`src/rtl/rf_pkg.sv`:
```
// Shared constants and helpers for the register file slice.
// Latency: n/a (compile-time only).
// Backpressure: n/a.
package rf_pkg;

   localparam int RF_DATA_SIZE = 8;
   localparam int RF_ADDR_SIZE = 3;
   localparam int RF_DEPTH     = 2**RF_ADDR_SIZE;

   // Number of entries for a given address width.
   function automatic int rf_depth(input int addr_size);
      return 2**addr_size;
   endfunction

endpackage

```
`src/rtl/register_file_if.sv`:
```
// Bus between IR decode / ALU operand logic and the register file.
// Latency: n/a (wiring only); read data is registered inside the register file.
// Backpressure: none; every write and enabled read is accepted on its edge.
// Ports: load/wr_addr/wr_data (write), rd_en_x/rd_addr_x/rd_data_x (reads A and B).
interface register_file_if
   import rf_pkg::*;
#(
   parameter int data_size = RF_DATA_SIZE,
   parameter int addr_size = RF_ADDR_SIZE
);

   logic                 load;
   logic [addr_size-1:0] wr_addr;
   logic [data_size-1:0] wr_data;
   logic                 rd_en_a;
   logic [addr_size-1:0] rd_addr_a;
   logic [data_size-1:0] rd_data_a;
   logic                 rd_en_b;
   logic [addr_size-1:0] rd_addr_b;
   logic [data_size-1:0] rd_data_b;

   modport master (
      output load, wr_addr, wr_data,
      output rd_en_a, rd_addr_a,
      output rd_en_b, rd_addr_b,
      input  rd_data_a, rd_data_b
   );

   modport slave (
      input  load, wr_addr, wr_data,
      input  rd_en_a, rd_addr_a,
      input  rd_en_b, rd_addr_b,
      output rd_data_a, rd_data_b
   );

endinterface

```
`src/rtl/rf_cell.sv`:
```
// Single loadable register entry of the register file.
// Latency: q updates on the rising edge where load=1; async clear when reset is low.
// Backpressure: none.
// Ports: clock, reset (async active-low), load, d (next value), q (stored value).
module rf_cell
   import rf_pkg::*;
#(
   parameter int data_size = RF_DATA_SIZE
) (
   input  logic                 clock,
   input  logic                 reset,
   input  logic                 load,
   input  logic [data_size-1:0] d,
   output logic [data_size-1:0] q
);

   always_ff @(posedge clock or negedge reset) begin
      if (!reset) begin
         q <= '0;
      end else if (load) begin
         q <= d;
      end
   end

endmodule

```
`src/rtl/register_file.sv`:
```
// 2**addr_size x data_size register file, one write port, two registered read ports.
// Latency: 1 cycle read, same-cycle write visible to reads through the bypass.
// Backpressure: none; reads hold their output while their enable is low.
// Ports: clock, reset (async active-low), bus (register_file_if slave).
module register_file
   import rf_pkg::*;
#(
   parameter int data_size = RF_DATA_SIZE,
   parameter int addr_size = RF_ADDR_SIZE,
   parameter bit zero_reg  = 1'b1
) (
   input  logic           clock,
   input  logic           reset,
   register_file_if.slave bus
);

   localparam int depth = rf_depth(addr_size);

   logic [depth-1:0][data_size-1:0] entry;
   logic [data_size-1:0]            val_a;
   logic [data_size-1:0]            val_b;
   logic [data_size-1:0]            rd_a_q;
   logic [data_size-1:0]            rd_b_q;

   // Storage: entry 0 becomes a constant when it is the hard-wired zero.
   for (genvar i = 0; i < depth; i++) begin : g_entry
      if (zero_reg && (i == 0)) begin : g_zero
         assign entry[i] = '0;
      end else begin : g_cell
         rf_cell #(.data_size(data_size)) u_cell (
            .clock (clock),
            .reset (reset),
            .load  (bus.load && (bus.wr_addr == addr_size'(i))),
            .d     (bus.wr_data),
            .q     (entry[i])
         );
      end
   end

   // Zero entry wins over the bypass, so a write to entry 0 can never leak out.
   function automatic logic [data_size-1:0] read_value(
      input logic [addr_size-1:0]            addr,
      input logic                            load,
      input logic [addr_size-1:0]            wr_addr,
      input logic [data_size-1:0]            wr_data,
      input logic [depth-1:0][data_size-1:0] ent
   );
      if (zero_reg && (addr == '0)) begin
         return '0;
      end else if (load && (wr_addr == addr)) begin
         return wr_data;
      end else begin
         return ent[addr];
      end
   endfunction

   always_comb begin
      val_a = read_value(bus.rd_addr_a, bus.load, bus.wr_addr, bus.wr_data, entry);
      val_b = read_value(bus.rd_addr_b, bus.load, bus.wr_addr, bus.wr_data, entry);
   end

   always_ff @(posedge clock or negedge reset) begin
      if (!reset) begin
         rd_a_q <= '0;
         rd_b_q <= '0;
      end else begin
         if (bus.rd_en_a) begin
            rd_a_q <= val_a;
         end
         if (bus.rd_en_b) begin
            rd_b_q <= val_b;
         end
      end
   end

   assign bus.rd_data_a = rd_a_q;
   assign bus.rd_data_b = rd_b_q;

endmodule

```
`src/flat_wrapper.sv`:
```
// flat-port wrapper written by rule: the top's interface ports become plain ports
module register_file_flat import rf_pkg::*;
#(
   parameter int data_size = RF_DATA_SIZE,
   parameter int addr_size = RF_ADDR_SIZE,
   parameter bit zero_reg  = 1'b1
)
  (clock, reset, bus_load, bus_wr_addr, bus_wr_data, bus_rd_en_a, bus_rd_addr_a, bus_rd_en_b, bus_rd_addr_b, bus_rd_data_a, bus_rd_data_b);
  register_file_if #(.data_size(data_size), .addr_size(addr_size)) bus_i ();
  input  logic clock;
  input  logic reset;
  input wire logic [$bits(bus_i.load)-1:0] bus_load;
  input wire logic [$bits(bus_i.wr_addr)-1:0] bus_wr_addr;
  input wire logic [$bits(bus_i.wr_data)-1:0] bus_wr_data;
  input wire logic [$bits(bus_i.rd_en_a)-1:0] bus_rd_en_a;
  input wire logic [$bits(bus_i.rd_addr_a)-1:0] bus_rd_addr_a;
  input wire logic [$bits(bus_i.rd_en_b)-1:0] bus_rd_en_b;
  input wire logic [$bits(bus_i.rd_addr_b)-1:0] bus_rd_addr_b;
  output wire logic [$bits(bus_i.rd_data_a)-1:0] bus_rd_data_a;
  output wire logic [$bits(bus_i.rd_data_b)-1:0] bus_rd_data_b;
  assign bus_i.load = bus_load;
  assign bus_i.wr_addr = bus_wr_addr;
  assign bus_i.wr_data = bus_wr_data;
  assign bus_i.rd_en_a = bus_rd_en_a;
  assign bus_i.rd_addr_a = bus_rd_addr_a;
  assign bus_i.rd_en_b = bus_rd_en_b;
  assign bus_i.rd_addr_b = bus_rd_addr_b;
  assign bus_rd_data_a = bus_i.rd_data_a;
  assign bus_rd_data_b = bus_i.rd_data_b;
  register_file #(.data_size(data_size), .addr_size(addr_size), .zero_reg(zero_reg)) u_core (.clock(clock), .reset(reset), .bus(bus_i));
endmodule
```
`config.mk`:
```
export PLATFORM = sky130hd
export DESIGN_NAME = register_file_flat
export DESIGN_NICKNAME = d
export VERILOG_FILES = /design/src/rtl/rf_pkg.sv /design/src/rtl/register_file_if.sv /design/src/rtl/rf_cell.sv /design/src/rtl/register_file.sv /design/src/flat_wrapper.sv
export SDC_FILE = /design/constraint.sdc
export NUM_CORES = 1
export LEC_CHECK = 0
export CAP_MARGIN = 20
export CORE_UTILIZATION = 55
export CTS_CLUSTER_DIAMETER = 30
export DETAILED_ROUTE_END_ITERATION = 16
export GPL_ROUTABILITY_DRIVEN = 0
export GPL_TIMING_DRIVEN = 0
export MAX_ROUTING_LAYER = met4
export PLACE_DENSITY = 0.82
export SYNTH_ARGS = -nofsm -noshare
export SYNTH_HDL_FRONTEND = slang
export SYNTH_HIERARCHICAL = 1
export SYNTH_SLANG_ARGS = --single-unit
```
`constraint.sdc`:
```
create_clock -name clock -period 3.86 [get_ports clock]
set_input_delay 0.386 -clock clock [delete_from_list [all_inputs] [get_ports clock]]
set_output_delay 0.386 -clock clock [all_outputs]
set_load 0.005 [all_outputs]
```
# [Yosys cells after proc, flatten, opt, wreduce, memory -nomap -nowiden]
# Index checks and enable logic that the tools add are counted.
[word_totals] output_inout_bits=16 wordCells=39 reg_bits=72 inputBits=22
[classes] n_lt_le_gt_ge=2 eq_ne=9 muxes=8 reduce_logical=11
[ops] op="binary-select mux 8 bit (select 3 bit)" n=2
[ops] op="2-to-1 mux 8 bit" n=6
[ops] op="== test 3 bit (second input constant)" n=4
[ops] op="logical AND 1 bit" n=9
[ops] op="< comparator 3 x 4 -> 1 bit (second input constant)" n=2
[ops] op="== test 3 x 2 -> 1 bit (second input constant)" n=2
[ops] op="== test 3 bit" n=2
[ops] op="logical NOT 3 bit" n=2
[ops] op="== test 3 x 1 -> 1 bit (second input constant)" n=1

# [Longest topological paths before layout]
# Gate-level depths: netlist of the first run.
[logic_depth] depth_word=4 mapped_depth=6 ltp_nobuf=4

# [Modules after synthesis]
# Netlist of the first run, hierarchy kept.
[by_module_without_submodules] mod="rf_cell" cells_each=17 area_per_inst_um2=331.6 seq_area_each_um2=200.2 n_inst=7
[by_module_without_submodules] mod="register_file" cells_each=195 area_per_inst_um2=1913.1 seq_area_each_um2=400.4 n_inst=1

# [Least setup slack after synthesis of the first run]
# OpenSTA, ideal clock, no wires.
[synth_timing] path_type="in2reg" startpoint="in bus_rd_addr_b[2]" endpoint="reg u_core.rd_b_q[1] (netlist: u_core/bus.rd_data_b[1])" setup_time_ns=0.126 required_time_ns=3.734 cell_stages=5 path_buffers=1 arrival_ns=1.482 setup_slack_ns=2.252 cell_sequence="buf_6 > mux2_4 > a221o_1 > and3_1 > a221o_1"
[synth_via] elab_chain_cells=4 word_cells_on_any_way=7 classes_between="eq/ne: 1; mux: 4; reduce/logical: 2"
[synth_lines] item="from (decl)" line="flat_wrapper.sv:18" source="input wire logic [$bits(bus_i.rd_addr_b)-1:0] bus_rd_addr_b;"
[synth_lines] item="binary-select mux 8 bit (select 3 bit) / == test 3 bit (equally long branches)" line="register_file.sv:53, register_file.sv:50"
[synth_lines] item="2-to-1 mux 8 bit (not written as such) / logical AND 1 bit (equally long branches)" line="register_file.sv:53, register_file.sv:50"
[synth_lines] item="2-to-1 mux 8 bit" line="register_file.sv:50" source="end else if (load && (wr_addr == addr)) begin"
[synth_lines] item="2-to-1 mux 8 bit *" line="register_file.sv:48" source="if (zero_reg && (addr == '0)) begin"
[synth_lines] item="to (signal assigned)" line="register_file.sv:71" source="rd_b_q <= val_b;"
[synth_lines] item="to (decl)" line="register_file.sv:23" source="logic [data_size-1:0] rd_b_q;"
# Every way passes the cells marked *; elsewhere a longest branch is shown, timed or not. The select of a mux whose other input is x is not followed.
# A chain may end at the register's enable or synchronous reset.

==> summary.txt, run 1 <==
Logic synthesis
  • Largest family of logic cells by synthesized area: multiplexers
  • Top cell type's share of synthesized area: 0.426
  • Number of flops mapped to enable cells by yosys: 0
  • Cell count after synthesis: 314
  • Synthesized net count: between 300 and 400
  • Mux cell area share after synthesis: 0.295
  • Synth Area in Simple Gates: 0.0798
  • Post-synthesis cell type count: 33
  • Cell taking the most area after synthesis: dfrtp_1
  • Netlist Area Pre-Place: ~0.0042 sq mm
  • Top post-synthesis cells by area: dfrtp_1, mux2_4, mux2i_1
  • Most used flip-flop cell after synthesis: dfrtp_1
  • Avg Inst Size Synth: between 10 and 15 sq um
  • Syn. warnings: 6
  • Post-Synth XOR/XNOR Area: 0.0124
  • Register area share after synthesis: 0.426
  • #FFs+latches synth: 72
  • Compound-Gate Fraction of Synth Area: 0.139
  • Adder-cell share of the synthesized area: 0
  • Async SR Flop Fraction: 1.00

Floorplanning
  • Die H: 89.7 um
  • Die W: around 90 um
  • Die ar.: 0.00805 sq mm
  • Io pins: 38
  • Starting Density: 0.578
  • Area of the core: 0.00733 sq mm
  • Rows: 31

Cells and area
  • Layout Nets: 381
  • Share of layout cells above drive strength 1: 0.299
  • Area growth syn-to-layout: 15.6%
  • Final std cells w/o fill: 463
  • ANT cells: 0

Clocking
  • CTS clk-pin slew, worst paths: 0.07 ns
  • Num CTS Buffers: 9
  • CTS Buffer Depth: 2
  • Clock sink count: just over 70
  • Hold Buf Count CTS: 0
  • CTS-repair resized insts: 0
  • CTS root buf: clkbuf_8
  • CTS tree: done
  • Worst-Skew Late Latency: 0.35 ns
  • H-tree Lvls: 3
  • Setup bufs post-CTS: 0

Timing
  • Fin crit period: roughly 2.4 ns
  • Fin Setup TNS: 0 ns
  • Slew headroom: 0.177
  • Fin. Hold Viols: 0
  • Fmax: 0.417 GHz
  • Setup violation total in the final timing report: 0
  • Slew Viols, Final: 0
  • RSZ-0062 raised after global routing: false
  • Worst Max-Slew Pin Slew: 1.22 ns
  • Skew final: 0.00759 ns
  • Period utilization: 0.622

Worst setup path
  • CP max FO: 9
  • Reg2Reg Setup Slack: 2.23 ns
  • R2R Path Start: u_core/g_entry[5].g_cell.u_cell/q[6]
  • Crit-path cells: clkdlybuf4s50_1 > o31ai_1 > a41oi_1 > nor2b_1 > a221o_1
  • R2r endpoint: u_core/bus.rd_data_a[6]
  • Slowest stage cell, crit path: a41oi_1
  • Worst Setup Start Kind: input port
  • Worst Path Required: 4.15 ns
  • Critical path endpoint category: register
  • Largest stage delay, worst path: ~0.94 ns
  • Worst r2r path cells: 4
  • CP Class: input port to register
  • Crit path DAT: 2.69 ns

Power
  • Maximum VDD drop: 0.306 mV
  • Pwr dens: 470 mW/mm^2
  • Leakage power: 2.10 nW

Drt
  • Routed WL: 11.4 mm
  • Vias per inst: 6.69
  • WL/cell: 24.7 um
  • 1st-pass router iterations: 5
  • DRC: 0
  • Antenna-violating nets left: 0
  • Vias: 3,096
  • 1st-iter DRT viols: around 240

Placement
  • HPWL Detailed: approximately 7.2 mm
  • PortBufs: 34
  • Placed Cells: about 450

GRT
  • Vias in the first global route: ~3,200
  • Largest net degree at the start of global routing: 73
  • Gr usage total: 0.305
  • Initial antenna violation count: 0
  • First-pass GRT wire length: 17.9 mm
  • Gr ovfl total: 0

Run status
  • Status: finished, final reports clean

Worst hold path
  • Hold Crit Class: input port to asynchronous set/reset pin

Job
  • Max-Cap Viols: 0
==> synth_stat cells, drive strengths merged (3+ instances only) <==
| library cell | count |
|---|---|
| nand4 | 3 |
| xnor2 | 6 |
| nor2 | 8 |
| buf | 22 |
| dfrtp | 72 |
| nand2 | 4 |
| nand2b | 5 |
| a221o | 17 |
| mux2 | 71 |
| mux2i | 19 |
| a311oi | 12 |
| nor2b | 29 |
| a221oi | 13 |
| a211oi | 14 |
==> routing by layer <==
metal	global-route usage	vias up	wire length [um]
li1	-	1301	-
met1	0.422	1560	4820
met2	0.437	202	5210
met3	0.0660	33	1020
met4	0.127	0	371
met5	-	-	0
==> registers in the layout, summed over array words and instances, names as in the netlist <==
register	count
u_core/bus.rd_data_b	8
u_core/g_entry.g_cell.u_cell/q	56
u_core/bus.rd_data_a	8
==> logic make-up after synthesis <==
family / count (synthesis)
AOI/OAI and AO/OA: 62
xor gates and xnor gates: 6
and+or+nand+nor: 57
DFF: 72
muxes: 91
buffers and inverters: 26
==> cell usage in the layout, fill, tap and decap left out, drive strengths merged, types with 12 or more instances in the layout <==
cell type      synthesis  layout
clkdlybuf4s50          0      33
a311oi                12      12
mux2i                 19      19
buf                   22      23
a221oi                13      13
a221o                 17      17
mux2                  71      71
nor2b                 29      29
a211oi                14      14
clkbuf                 2      15
dfrtp                 72      72
==> cell type report <==
class | instances | area, sq um
Fill cell | 536 | 2440
Inverter | 2 | 7.51
Sequential cell | 72 | 1800
Buffer | 24 | 196
Timing Repair Buffer | 34 | 338
Clock buffer | 13 | 159
Clock inverter | 3 | 40.0
Tap cell | 99 | 124
Multi-Input combinational cell | 216 | 2230
==> worst max-delay path, delay by kind of cell <==
| kind | cells | cell delay (ns) |
|---|---|---|
| simple gates | 1 | 0.23 |
| compound gates | 3 | 1.23 |
| buf+inv | 1 | 0.82 |
==> power by group <==
| group | leakage [nW] | internal, mW | switching, mW |
|---|---|---|---|
| clock network | 0.103 | 0.333 | 0.281 |
| registers | 0.874 | 0.915 | 0.136 |
| logic | 1.12 | 0.398 | 0.235 |
| total | 2.10 | 1.65 | 0.652 |
==> worst max path at each step <==
| stage | start | to | slack, ns | depth (start not counted) |
|---|---|---|---|---|
| 6_report | bus_rd_en_a | u_core/bus.rd_data_a[5] | 1.46 | 5 |
| 5_1_grt | bus_rd_en_a | u_core/bus.rd_data_a[5] | 1.47 | 5 |
| 2_1_floorplan | bus_rd_addr_b[2] | u_core/bus.rd_data_b[1] | 2.25 | 5 |
| 3_5_place_dp | bus_rd_en_a | u_core/bus.rd_data_a[5] | 1.15 | 5 |
| 3_3_place_gp | reset | u_core/g_entry[5].g_cell.u_cell/q[6] | -0.02 | 1 |
| 4_1_cts | bus_rd_en_a | u_core/bus.rd_data_a[5] | 1.51 | 5 |
==> per-stage QoR <==
step | hold slack [ns] | area (sq um) | total power, mW | setup slack (ns) | utilization
5_1_grt | 0.230 | 4890 | 2.40 | 1.47 | 0.668
3_5_place_dp | 0.506 | 4700 | 1.68 | 1.15 | 0.641
3_3_place_gp | 0.501 | 4700 | 1.65 | -0.0187 | 0.641
4_1_cts | 0.197 | 4890 | 2.29 | 1.51 | 0.668
6_report | 0.157 | 4890 | 2.30 | 1.46 | 0.668
2_1_floorplan | 0.0904 | 4230 | 1.45 | 2.25 | -
Note: power is estimated with default switching activity, not from simulation.
==> inputs of run 2 (changes only) <==
--- a/config.mk
+++ b/config.mk
@@ -6,13 +6,13 @@
 export NUM_CORES = 1
 export LEC_CHECK = 0
 export CAP_MARGIN = 20
-export CORE_UTILIZATION = 55
+export CORE_UTILIZATION = 52
 export CTS_CLUSTER_DIAMETER = 30
 export DETAILED_ROUTE_END_ITERATION = 16
 export GPL_ROUTABILITY_DRIVEN = 0
 export GPL_TIMING_DRIVEN = 0
 export MAX_ROUTING_LAYER = met4
-export PLACE_DENSITY = 0.82
+export PLACE_DENSITY = 0.81
 export SYNTH_ARGS = -nofsm -noshare
 export SYNTH_HDL_FRONTEND = slang
 export SYNTH_HIERARCHICAL = 1
==> constraint.sdc (replaced) <==
create_clock -name clock -period 2 [get_ports clock]
set_input_delay 0.2 -clock clock [delete_from_list [all_inputs] [get_ports clock]]
set_output_delay 0.2 -clock clock [all_outputs]
set_load 0.005 [all_outputs]
==> run 2 against run 1 <==
Compared with the run above: the flow now finishes with violations (hold timing, setup timing); largest power group unchanged; global-route usage fell by 1.0 points; routed wire length fell by 0.25%; critical endpoint is now u_core/bus.rd_data_a[7]; utilization fell by 3.9 points; first-iteration DRC count rose by 12%; via count fell by 0.58%; total power rose by 92%; critical path type unchanged; register-to-register slack got worse by 1.8 ns; critical path depth fell by 1.
==> summary.txt, run 2 (synthesized netlist as in run 1, its figures left out) <==
Worst setup path
  • Critical path endpoint category: register
  • Crit path buffers/inverters: 1 (unchanged)
  • Crit-path leading delay family: buffers and inverters
  • Worst Path Required: 2.29 ns (-1.86 ns)
  • Worst Setup Start Kind: input port
  • Largest stage delay, worst path: 0.84 ns (-0.10 ns)
  • Crit path DAT: 2.33 ns (-0.36 ns)
  • Crit-path cells: clkdlybuf4s50_1 > o31ai_1 > nor2_1 > a221o_1
  • CP max FO: 9 (unchanged)
  • R2R Path Start: u_core/g_entry[5].g_cell.u_cell/q[6]
  • CP Class: input port to register
  • CP startpoint: bus_rd_en_a
  • Slowest stage cell, crit path: clkdlybuf4s50_1

Worst hold path
  • Hold Crit Class: input port to asynchronous set/reset pin

Cells and area
  • Most frequent cells in the layout: dfrtp_1, mux2_4, clkdlybuf4s50_1
  • Layout Nets: 381 (unchanged)
  • Largest Register: u_core/g_entry.g_cell.u_cell/q
  • ANT cells: 0 (unchanged)
  • Largest register FFs: 56 (unchanged)
  • Design area: 0.00491 sq mm (+0.23%)
  • Share of layout cells above drive strength 1: 0.310 (+0.0110)
  • Area growth syn-to-layout: 15.9%
  • Commonest non-fill, non-tap cell in the layout: dfrtp_1

Timing
  • Slew headroom: 0.390 (+0.213)
  • Fmax: 0.490 GHz
  • Skew final: 0.00680 ns (-0.000790 ns)
  • Fin. Hold Viols: 37 (+37)
  • Slew Viols, Final: 0 (unchanged)
  • Final worst slack: -0.0425 ns (-1.50 ns)
  • Setup violation total in the final timing report: 8 (+8)
  • Period utilization: 1.02
  • Min Hold Slack: -0.0187 ns (-0.176 ns)
  • RSZ-0062 raised after global routing: false
  • Fin crit period: 2.04 ns
  • Worst Max-Slew Pin Slew: 0.915 ns (-0.304 ns)

Placement
  • Placed Area: 0.00470 sq mm (about the same)
  • HPWL Detailed: 6.98 mm (-2.5%)
  • PortBufs: 34 (unchanged)

GRT
  • GR Util met3: 0.0564 (-0.00961)
  • Met1 Track Usage GR: 0.404 (-0.0176)
  • Largest net degree at the start of global routing: 73 (unchanged)
  • First-pass GRT wire length: 18.0 mm (+0.57%)
  • Vias in the first global route: 3,169 (-0.032%)
  • GR Layer Usage met2: 0.430 (-0.00681)
  • Gr usage total: 0.295 (-0.0101)
  • Gr ovfl total: 0 (unchanged)
  • Initial antenna violation count: 0 (unchanged)
  • GR peak layer: met2

Drt
  • DRC: 0 (unchanged)
  • WL/cell: 24.5 um (-0.90%)
  • 1st-iter DRT viols: 269 (+12%)
  • Vias per inst: 6.61 (-1.2%)
  • 1st-pass router iterations: 4 (-1)
  • Antenna-violating nets left: 0 (unchanged)
  • Vias: 3,078 (-0.58%)
  • Routed WL: 11.4 mm (-0.25%)

Power
  • Leakage power: 2.10 nW (+0.12%)
  • Switching share of power: 0.288 (+0.00431)
  • Cell Int Power: 3.14 mW (+91%)
  • Overall power: 4.41 mW (+92%)
  • Sequential fraction of design power: 0.458 (about the same)
  • Psw: 1.27 mW (+95%)
  • Maximum VDD drop: 0.433 mV (+42%)
  • Pwr dens: 899 mW/mm^2 (+91%)
  • Clk pwr share: 0.264 (-0.003)
  • Comb pwr share: 0.277 (about the same)

Floorplanning
  • Area of the core: 0.00781 sq mm (+6.5%)
  • Die ar.: 0.00851 sq mm (+5.6%)
  • Die W: 92.2 um (+2.8%)
  • Rows: 32 (+3.2%)
  • Starting Density: 0.542 (-0.0353)
  • Io pins: 38 (unchanged)
  • Die H: 92.2 um (+2.8%)

Run status
  • Violated checks: hold timing, setup timing
  • Status: finished with violations

Clocking
  • Num CTS Buffers: 9 (unchanged)
  • Clock sink count: 72 (unchanged)
  • CTS root buf: clkbuf_8
  • H-tree Lvls: 3 (unchanged)
  • CTS tree: done
  • CTS Buffer Depth: 2 (unchanged)
  • Hold Buf Count CTS: 0 (unchanged)
  • CTS clk-pin slew, worst paths: 0.08 ns (about the same)
  • Setup bufs post-CTS: 0 (unchanged)
  • Worst-Skew Late Latency: 0.35 ns (about the same)

Job
  • Max-Cap Viols: 0 (unchanged)
==> run 2: metrics by stage <==
step	setup WS (ns)	instances	TNS, ns	util
floorplan	0.552	314	0	-
global placement	-1.66	450	-122.93	0.602
detailed placement	-0.431	450	-4.55	0.602
CTS	0.0779	466	0	0.628
global route	0.0142	466	0	0.628
finish	-0.0425	466	-0.138	0.628
==> run 2: cell type report <==
cell class | count | area (sq um)
Buffer | 24 | 196
Clock buffer | 10 | 138
Clock inverter | 6 | 58.8
Fill cell | 629 | 2900
Inverter | 2 | 7.51
Multi-Input combinational cell | 216 | 2240
Sequential cell | 72 | 1800
Tap cell | 102 | 128
Timing Repair Buffer | 34 | 338
==> run 2: power by group through the flow <==
stage	combinational (mW)	clock (mW)	sequential [mW]
2_1_floorplan	0.839	0	1.97
3_3_place_gp	1.16	0	2.02
3_5_place_dp	1.20	0	2.03
4_1_cts	1.21	1.18	2.01
5_1_grt	1.30	1.25	2.06
6_report	1.22	1.17	2.02
==> run 2: path summary, 6_finish.rpt <==
check / slack (ns) / cells past startpoint / endpoint
setup reg to reg: 0.43 / 4 / u_core/bus.rd_data_a[6]
hold / removal: -0.02 / 1 / u_core/g_entry[2].g_cell.u_cell/q[2]
min in group clock: 0.52 / 1 / u_core/bus.rd_data_a[5]
max in group asynchronous: 1.42 / 1 / u_core/g_entry[7].g_cell.u_cell/q[0]
hold reg to reg: 0.52 / 1 / u_core/bus.rd_data_a[5]
setup / recovery: -0.04 / 4 / u_core/bus.rd_data_a[7]
==> run 2: metal layers <==
layer | vias up | share of wire
li1 | 1301 | -
met4 | 0 | 0.029
met1 | 1577 | 0.43
met5 | - | 0
met3 | 35 | 0.084
met2 | 165 | 0.45
==> run 2: repair_timing <==
item	in CTS	in global routing
setup endpoints to repair	8	3
gates resized for setup	1	1
gates cloned	0	0
endpoints found under the hold margin	0	0
